[config.mk]
export PLATFORM = sky130hd
export DESIGN_NAME = lcd_capture
export DESIGN_NICKNAME = d
export VERILOG_FILES = /design/src/rtl/lcd_pkg.sv /design/src/rtl/lcd_sync_edge.sv /design/src/rtl/lcd_capture.sv
export SDC_FILE = /design/constraint.sdc
export NUM_CORES = 1
export LEC_CHECK = 0
export CELL_PAD_IN_SITES_DETAIL_PLACEMENT = 1
export CELL_PAD_IN_SITES_GLOBAL_PLACEMENT = 1
export CORE_MARGIN = 2
export CORE_UTILIZATION = 47
export CTS_CLUSTER_SIZE = 24
export DETAILED_ROUTE_END_ITERATION = 7
export PLACE_DENSITY_LB_ADDON = 0.1
export SYNTH_ARGS = -nofsm -noshare
export SYNTH_HDL_FRONTEND = slang
export SYNTH_SLANG_ARGS = --single-unit
[constraint.sdc]
create_clock -name clk -period 6.7 [get_ports clk]
set_input_delay 1.34 -clock clk [delete_from_list [all_inputs] [get_ports clk]]
set_output_delay 1.34 -clock clk [all_outputs]
set_load 0.005 [all_outputs]
[src/rtl/lcd_pkg.sv]
// Shared definitions for the LCD panel bus capture block.
// Holds the panel geometry, the capture state encoding and the pixel
// shade type used by lcd_capture and its helpers.
package lcd_pkg;

  localparam int LCD_WIDTH  = 160;
  localparam int LCD_HEIGHT = 144;
  localparam int LCD_ADDR_W = 15;

  typedef enum logic [1:0] {
    IDLE       = 2'd0,
    WAIT_VSYNC = 2'd1,
    ACTIVE     = 2'd2
  } lcd_state_e;

  typedef logic [1:0] lcd_shade_t;

endpackage

[src/rtl/lcd_sync_edge.sv]
// N-stage synchronizer followed by a rising-edge detector.
// Ports:
//   clk, reset : capture clock, asynchronous active-high reset
//   din        : asynchronous panel signal
//   level_r    : synchronized level (also the edge-detect history flop)
//   rise_r     : one-cycle pulse on a synchronized 0->1 transition
// din to rise_r latency is STAGES+1 clk cycles.
module lcd_sync_edge #(
  parameter int STAGES = 2
) (
  input  logic clk,
  input  logic reset,
  input  logic din,
  output logic level_r,
  output logic rise_r
);

  logic [STAGES-1:0] sync_r;

  // Synchronizer chain, edge-detect history and registered rise pulse.
  always_ff @(posedge clk or posedge reset) begin
    if (reset) begin
      sync_r  <= {STAGES{1'b0}};
      level_r <= 1'b0;
      rise_r  <= 1'b0;
    end else begin
      sync_r  <= {sync_r[STAGES-2:0], din};
      level_r <= sync_r[STAGES-1];
      rise_r  <= sync_r[STAGES-1] & ~level_r;
    end
  end

endmodule

[src/rtl/lcd_capture.sv]
// Receive side of the LH507x LCD panel bus. Samples the panel signals,
// rebuilds pixel coordinates and emits one framebuffer write per pixel,
// flagging line-length and frame-structure violations as pulses.
// Ports:
//   clk, reset          : capture clock (>= 4x pixel clock), async reset
//   disp_on             : display enable, low forces IDLE
//   lcd_hsync/vsync/latch/clk/data : panel bus (positive phase)
//   px_valid/x/y/addr/data : registered framebuffer write
//   frame_start/frame_done : frame boundary pulses
//   err_line/overrun/frame : protocol violation pulses
module lcd_capture
  import lcd_pkg::*;
#(
  parameter int WIDTH       = LCD_WIDTH,
  parameter int HEIGHT      = LCD_HEIGHT,
  parameter int SYNC_STAGES = 2
) (
  input  logic                  clk,
  input  logic                  reset,
  input  logic                  disp_on,
  input  logic                  lcd_hsync,
  input  logic                  lcd_vsync,
  input  logic                  lcd_latch,
  input  logic                  lcd_clk,
  input  logic [1:0]            lcd_data,
  output logic                  px_valid,
  output logic [7:0]            px_x,
  output logic [7:0]            px_y,
  output logic [LCD_ADDR_W-1:0] px_addr,
  output logic [1:0]            px_data,
  output logic                  frame_start,
  output logic                  frame_done,
  output logic                  err_line,
  output logic                  err_overrun,
  output logic                  err_frame
);

  localparam logic [7:0] WIDTH_C  = 8'(WIDTH);
  localparam logic [7:0] LAST_Y_C = 8'(HEIGHT - 1);

  logic vsync_level_s, vsync_rise_s;
  logic latch_level_s, latch_rise_s;
  logic pclk_level_s,  pclk_rise_s;

  // {hsync, data} run one flop deeper than the plain synchronizer so they
  // line up with the registered rise pulses.
  logic [SYNC_STAGES:0][2:0] bus_r;
  lcd_shade_t                data_s;
  logic                      hsync_s;
  logic                      unused_s;

  lcd_state_e            state_r, state_s;
  logic [7:0]            x_r, x_s, x_inc_s;
  logic [7:0]            y_r, y_s;
  logic                  valid_s, fs_s, fd_s, el_s, eo_s, ef_s;
  logic [7:0]            px_x_s, px_y_s;
  logic [LCD_ADDR_W-1:0] px_addr_s;
  lcd_shade_t            px_data_s;

  lcd_sync_edge #(.STAGES(SYNC_STAGES)) u_vsync (
    .clk(clk), .reset(reset), .din(lcd_vsync),
    .level_r(vsync_level_s), .rise_r(vsync_rise_s));

  lcd_sync_edge #(.STAGES(SYNC_STAGES)) u_latch (
    .clk(clk), .reset(reset), .din(lcd_latch),
    .level_r(latch_level_s), .rise_r(latch_rise_s));

  lcd_sync_edge #(.STAGES(SYNC_STAGES)) u_pclk (
    .clk(clk), .reset(reset), .din(lcd_clk),
    .level_r(pclk_level_s), .rise_r(pclk_rise_s));

  // Data/hsync synchronizer, depth matched to the pclk rise path.
  always_ff @(posedge clk or posedge reset) begin
    if (reset) begin
      bus_r <= {(SYNC_STAGES+1){3'b000}};
    end else begin
      bus_r <= {bus_r[SYNC_STAGES-1:0], {lcd_hsync, lcd_data}};
    end
  end

  assign data_s  = bus_r[SYNC_STAGES][1:0];
  assign hsync_s = bus_r[SYNC_STAGES][2];
  // hsync only carries an idle expectation with no reporting output, and the
  // raw levels are not needed once edges are extracted.
  assign unused_s = ^{hsync_s, vsync_level_s, latch_level_s, pclk_level_s};

  // Next-state, counter and output decode.
  always_comb begin
    state_s   = state_r;
    x_s       = x_r;
    y_s       = y_r;
    x_inc_s   = x_r;
    valid_s   = 1'b0;
    fs_s      = 1'b0;
    fd_s      = 1'b0;
    el_s      = 1'b0;
    eo_s      = 1'b0;
    ef_s      = 1'b0;
    px_x_s    = px_x;
    px_y_s    = px_y;
    px_addr_s = px_addr;
    px_data_s = px_data;
    if (!disp_on) begin
      state_s = IDLE;
      x_s     = 8'd0;
      y_s     = 8'd0;
    end else begin
      case (state_r)
        IDLE: begin
          state_s = WAIT_VSYNC;
        end
        WAIT_VSYNC: begin
          if (vsync_rise_s) begin
            state_s = ACTIVE;
            x_s     = 8'd0;
            y_s     = 8'd0;
            fs_s    = 1'b1;
          end else begin
            state_s = WAIT_VSYNC;
          end
        end
        ACTIVE: begin
          if (vsync_rise_s) begin
            // vsync overrides any pixel or latch in the same cycle
            ef_s = 1'b1;
            fs_s = 1'b1;
            x_s  = 8'd0;
            y_s  = 8'd0;
          end else begin
            if (pclk_rise_s) begin
              if (x_r < WIDTH_C) begin
                valid_s   = 1'b1;
                px_x_s    = x_r;
                px_y_s    = y_r;
                px_addr_s = LCD_ADDR_W'(y_r) * LCD_ADDR_W'(WIDTH) + LCD_ADDR_W'(x_r);
                px_data_s = data_s;
                x_inc_s   = x_r + 8'd1;
              end else begin
                eo_s = 1'b1;
              end
            end else begin
              x_inc_s = x_r;
            end
            // a coincident pixel lands on the closing line first
            if (latch_rise_s) begin
              el_s = (x_inc_s != WIDTH_C);
              x_s  = 8'd0;
              if (y_r == LAST_Y_C) begin
                fd_s    = 1'b1;
                y_s     = 8'd0;
                state_s = WAIT_VSYNC;
              end else begin
                y_s = y_r + 8'd1;
              end
            end else begin
              x_s = x_inc_s;
            end
          end
        end
        default: begin
          state_s = IDLE;
          x_s     = 8'd0;
          y_s     = 8'd0;
        end
      endcase
    end
  end

  // State, counters and registered outputs.
  always_ff @(posedge clk or posedge reset) begin
    if (reset) begin
      state_r     <= IDLE;
      x_r         <= 8'd0;
      y_r         <= 8'd0;
      px_valid    <= 1'b0;
      px_x        <= 8'd0;
      px_y        <= 8'd0;
      px_addr     <= {LCD_ADDR_W{1'b0}};
      px_data     <= 2'd0;
      frame_start <= 1'b0;
      frame_done  <= 1'b0;
      err_line    <= 1'b0;
      err_overrun <= 1'b0;
      err_frame   <= 1'b0;
    end else begin
      state_r     <= state_s;
      x_r         <= x_s;
      y_r         <= y_s;
      px_valid    <= valid_s;
      px_x        <= px_x_s;
      px_y        <= px_y_s;
      px_addr     <= px_addr_s;
      px_data     <= px_data_s;
      frame_start <= fs_s;
      frame_done  <= fd_s;
      err_line    <= el_s;
      err_overrun <= eo_s;
      err_frame   <= ef_s;
    end
  end

endmodule

==> results of run 1 <==
[metal layers]
layer / vias up / share of wire / GRT usage
li1: 1230 / - / -
met1: 1269 / 0.45 / 0.2510
met2: 34 / 0.51 / 0.3458
met3: 7 / 0.026 / 0.05593
met4: 0 / 0.011 / 0.06538
met5: - / 0 / 0
[worst paths after layout]
check                                  startpoint                end  cells after the start
worst max-delay path                      disp_on             x_r[0]                      6
worst min-delay path            u_vsync.sync_r[0]  u_vsync.sync_r[1]                      0
worst max register to register             y_r[3]        px_addr[13]                      8
worst min register to register  u_vsync.sync_r[0]  u_vsync.sync_r[1]                      0
max in group asynchronous                   reset            px_y[5]                      3
min in group asynchronous                   reset      u_pclk.rise_r                      3
[state kept, by name, indices dropped and copies added, names as in the netlist, 2 cells and up]
name	count
bus_r	6
px_addr	10
px_data	2
px_x	8
px_y	8
state_r	2
u_latch.sync_r	2
u_pclk.sync_r	2
u_vsync.sync_r	2
x_r	8
y_r	8
[power by group]
part / total (mW) / internal [mW] / switching [mW]
Sequential: 0.438 / 0.431 / 0.00712
Clock: 0.356 / 0.177 / 0.179
Combinational: 0.0456 / 0.0182 / 0.0273
[kinds of logic after synthesis]
logic type / after synthesis / synth area share
compound gates: 69 / 0.1311
flops: 70 / 0.4975
simple gates: 96 / 0.1564
fa+ha+maj: 23 / 0.08600
mux: 17 / 0.05437
xor+xnor: 12 / 0.02985
buf+inv: 29 / 0.04477
[cells in the mapped netlist, drive strengths merged (4+ instances only)]
master,n
nor2,11
o31ai,7
o21ai,24
xnor2,4
nor2b,6
nand3,9
xor2,8
or4,5
dfrtp,70
mux2,17
nand4,7
a21oi,11
nor3,7
nor4b,4
and2,4
nand2,24
buf,14
and3,5
ha,21
inv,12
[metrics by stage]
step	hold WS [ps]	cell area [um2]
after floorplan	331.2	3521
after global placement	332.7	4008
after detailed placement	337.8	4008
after CTS	359.5	4213
after global routing	361.9	4213
final	357.3	4213
[critical path: stages]
cell and delay [ps]:
clkdlybuf4s50_1 640, nand2_2 120, or2_4 270, or3_1 500, o21ai_2 190, mux2_2 170
[cell type report]
cell class | count | area share
sequential | 70 | 0.4158
multi-input combinational | 217 | 0.3825
timing repair buffer | 48 | 0.1129
clock buffer | 9 | 0.02940
tap | 99 | 0.02940
clock inverter | 7 | 0.01931
inverter | 12 | 0.01069
==> impl_metrics.csv, run 1 <==
group,metric,value,unit
outcome,status,"complete, no violations",
worst_setup_path,endpoint_kind,"register",
yosys,syn_nets,348,
place,io_buffer_count,46,
floorplanning,coreArea,0.007253,mm2
cts,clockRootBuffer,"clkbuf_8",
detailed_routing,drcViolationCount,0,
finish,fillerInstances,802,
detailed_routing,drt_pass1_iterations,4,
job,maxCapViolCount,0,
detailed_routing,antenna_left,0,
worst_setup_path,path_class,"in -> reg",
yosys,ys_seq_area_frac,0.4975,
cts,cts_buffers,9,
timing,period_share,0.4382,
yosys,syn_area_per_cell,11.14,um2
yosys,synth_top_area_frac,0.4975,
floorplanning,io_pins,48,
timing,setup_viol,0,
timing,rsz0062_at_grt,"false",
grt,grt_use_total,0.2033,
grt,grt_pass1_wl,13.29,mm
finish,multiInputGateArea,0.001612,mm2
worst_setup_path,arrival,3230,ps
cts,ctsHoldBuffers,0,
yosys,synthArstFlopShare,1.000,
grt,grt_max_degree,71,
yosys,synth_edf_count,0,
cts,clk_latency,350,ps
pwr,irDropWorstVdd,0.0001547,V
place,place_inst,446,
floorplanning,die_area,0.008199,mm2
timing,tightest_slew,864.9,ps
yosys,yosysTopAreaCell,"dfrtp_1",
cts,cts.clk_slew.worst_paths,80,ps
finish,final_cell_mix,"70 x dfrtp_1, 46 x clkdlybuf4s50_1, 23 x nand2_1, 21 x o21ai_0, 21 x ha_1",
worst_setup_path,crit_fanout,9,
cts,tritoncts,"done",
timing,slew_headroom,0.4234,
yosys,ys_ff_latch,70,
floorplanning,die_y,90.55,um
grt,grt_antenna_before_repair,0,
place,place_congestion,0.7984,
timing,setup_tns,0,ps
pwr,power,0.8401,mW
detailed_routing,avgViaCountPerCell,5.498,
yosys,synth_flop_cell,"dfrtp_1",
yosys,synth_area,0.003521,mm2
timing,fin_crit,2936,ps
finish,area_growth,19.65,%
worst_setup_path,critPathRequiredTime,7000,ps
timing,max_freq,340.6,MHz
grt,grt_overflow,0,
grt,grt_pass1_vias,2761,
cts,cts.sinks,70,
detailed_routing,wire_per_inst,16.17,um
worst_setup_path,worstSetupStartpointType,"input pin",
yosys,syn_inst,316,
finish,final_common_cell,"dfrtp_1",
pwr,power.density,199.4,mW/mm2
yosys,yosys_warnings,0,
cts,cts.path.max_buffers,2,
floorplanning,die_w,90.55,um
worst_hold_path,hp-class,"reg -> reg",
pwr,p_leak,1.888,nW
timing,setup_slack,3764,ps
floorplanning,num_rows,31,
finish,ff_latch_area,0.001752,mm2
place,dp_slack,3374,ps
cts,cts_setup_buffers,0,
finish,nNetsFinal,390,
detailed_routing,drtIter0Drc,84,
cts,cts-resized-gates,0,
timing,skew,5.362,ps
cts,htree_levels,3,
yosys,synthTopCellsByArea,"dfrtp_1 50%, ha_1 7.5%, mux2_2 5.4%, o21ai_0 3.0%, nand2_1 2.5%",
timing,finalMaxSlewViolations,0,
floorplanning,start_util,0.4854,
place,detailedPlacementHpwl,5.270,mm
finish,insertedDiodeCount,0,
finish,fin_util,0.5808,
detailed_routing,vias,2540,
finish,drive_above_1_share,0.1405,
worst_setup_path,reg2reg_slack,3860,ps
finish,fin_cells,462,
detailed_routing,route.final.wire_length,7.472,mm
timing,finalHoldViolCount,0,
yosys,synthDistinctLibCells,62,
Power figures use the tool's default switching activity.
==> inputs of run 2 (changes only) <==
CORE_UTILIZATION = 43   (was 47)
clock period = 3 ns   (was 6.7 ns; I/O delays follow)
==> run 2 against run 1 <==
Die area increased by 8.9%; non-clock buffer count increased by 10; first-iteration DRC count decreased by 17%; clock skew decreased by 0.96 ps; wire length increased by 0.98%; cell count increased by 3.2%; setup slack got worse by 3500 ps; register-to-register slack got worse by 3600 ps; hold slack got worse by 2.5 ps; via count increased by 1.1%; combinational power increased to 2.5 times the previous value; largest cell class unchanged; largest power group unchanged.
==> impl_metrics.csv, run 2 (synthesis gave the netlist of run 1 again) <==
group,metric,value,unit
detailed_routing,wire_per_inst,15.82,um
pwr,p_leak,1.950,nW
grt,grt_use_total,0.1870,
outcome,status,"complete, no violations",
cts,cts.sinks,70,
timing,period_share,0.9139,
cts,cts.path.max_buffers,2,
floorplanning,die_y,94.49,um
cts,clockRootBuffer,"clkbuf_8",
detailed_routing,route.final.wire_length,7.545,mm
floorplanning,die_area,0.008928,mm2
detailed_routing,avgViaCountPerCell,5.386,
place,detailedPlacementHpwl,5.473,mm
floorplanning,num_rows,33,
finish,regMostFlops,"px_addr",
detailed_routing,drcViolationCount,0,
worst_setup_path,path_class,"reg -> reg",
finish,insertedDiodeCount,0,
finish,final_cell_mix,"70 x dfrtp_1, 46 x clkdlybuf4s50_1, 23 x nand2_1, 21 x o21ai_0, 21 x ha_1",
place,io_buffer_count,46,
worst_setup_path,reg2reg_from,"y_r[1]",
detailed_routing,antenna_left,0,
cts,cts_buffers,9,
worst_setup_path,worstSetupStartpointType,"register",
timing,fin_crit,2742,ps
detailed_routing,vias,2569,
worst_setup_path,critPathRequiredTime,3230,ps
worst_hold_path,hp-class,"reg -> reg",
cts,cts-resized-gates,0,
timing,setup_slack,258.2,ps
timing,slew_headroom,0.4548,
finish,largest_reg_flops,10,
place,dp_slack,266.3,ps
worst_hold_path,worstHoldStart,"bus_r[1]",
pwr,irDropWorstVdd,0.0003117,V
grt,grt_max_degree,26,
timing,finalHoldViolCount,0,
grt,grt_overflow,0,
grt,grt_antenna_before_repair,0,
floorplanning,start_util,0.4351,
timing,setup_viol,0,
detailed_routing,drtIter0Drc,70,
finish,drive_above_1_share,0.1640,
cts,ctsHoldBuffers,0,
timing,setup_tns,0,ps
timing,finalMaxSlewViolations,0,
finish,fin_util,0.5349,
finish,area_growth,22.96,%
detailed_routing,drt_pass1_iterations,4,
finish,nNetsFinal,400,
finish,final_common_cell,"dfrtp_1",
worst_setup_path,endpoint_kind,"register",
grt,grt_pass1_wl,12.96,mm
worst_setup_path,crit_path_start,"y_r[1]",
worst_setup_path,arrival,2970,ps
floorplanning,coreArea,0.008093,mm2
cts,htree_levels,3,
job,maxCapViolCount,0,
timing,whs,354.8,ps
place,place_congestion,0.7760,
timing,rsz0062_at_grt,"false",
timing,tightest_slew,809.2,ps
grt,grt_pass1_vias,2684,
floorplanning,io_pins,48,
pwr,power.density,448.6,mW/mm2
timing,max_freq,364.7,MHz
cts,cts_setup_buffers,0,
timing,skew,4.399,ps
floorplanning,die_w,94.49,um
cts,tritoncts,"done",
worst_setup_path,crit_fanout,5,
cts,clk_latency,340,ps
cts,cts.clk_slew.worst_paths,80,ps
==> run 2: area by class of cell <==
type / count / area, um2
clock buffers: 10 / 137.6
clock inverters: 5 / 83.83
fillers: 895 / 3764
inverters: 12 / 45.04
multi-input cells: 217 / 1617
flip-flops and latches: 70 / 1752
well taps: 105 / 131.4
repair buffers: 58 / 563.0
==> run 2: final timing paths <==
check / end / slack, ps / depth (start not counted)
setup / recovery: px_addr[14] / 260 / 8
hold / removal: bus_r[4] / 350 / 0
setup reg to reg: px_addr[14] / 260 / 8
hold reg to reg: bus_r[4] / 350 / 0
max in group asynchronous: x_r[4] / 1800 / 3
min in group asynchronous: bus_r[0] / 620 / 2
==> run 2: stage by stage <==
step / area [um2] / total power, mW / std cells
after floorplan: 3521 / 1.060 / 316
after detailed placement: 4108 / 1.112 / 462
after CTS: 4329 / 1.971 / 477
after global placement: 4108 / 1.108 / 462
final: 4329 / 1.942 / 477
after global routing: 4329 / 2.028 / 477
==> run 2: power breakdown <==
| group | internal, mW | leakage, nW | switching (mW) | total [mW] |
|---|---|---|---|---|
| clock network | 0.487 | 0.105 | 0.364 | 0.851 |
| logic | 0.0479 | 0.909 | 0.0663 | 0.114 |
| registers | 0.964 | 0.937 | 0.0131 | 0.977 |
| total | 1.50 | 1.95 | 0.443 | 1.94 |
==> run 2: worst max-delay path: stages (launching register included) <==
cell,delay (ps)
dfrtp_1,430
ha_1,320
ha_1,250
fa_1,550
o211a_1,150
o21ai_0,150
nor4b_2,470
a311o_1,230
nand3_1,70
==> run 2: metal layers <==
metal | share of wire | wire length, um | track usage | vias up
met1 | 0.46 | 3444 | 0.2381 | 1289
met2 | 0.50 | 3801 | 0.3137 | 31
met4 | 0.014 | 102 | 0.04831 | 0
met5 | 0 | 0 | 0 | -
met3 | 0.026 | 197 | 0.05507 | 8
li1 | - | - | - | 1241
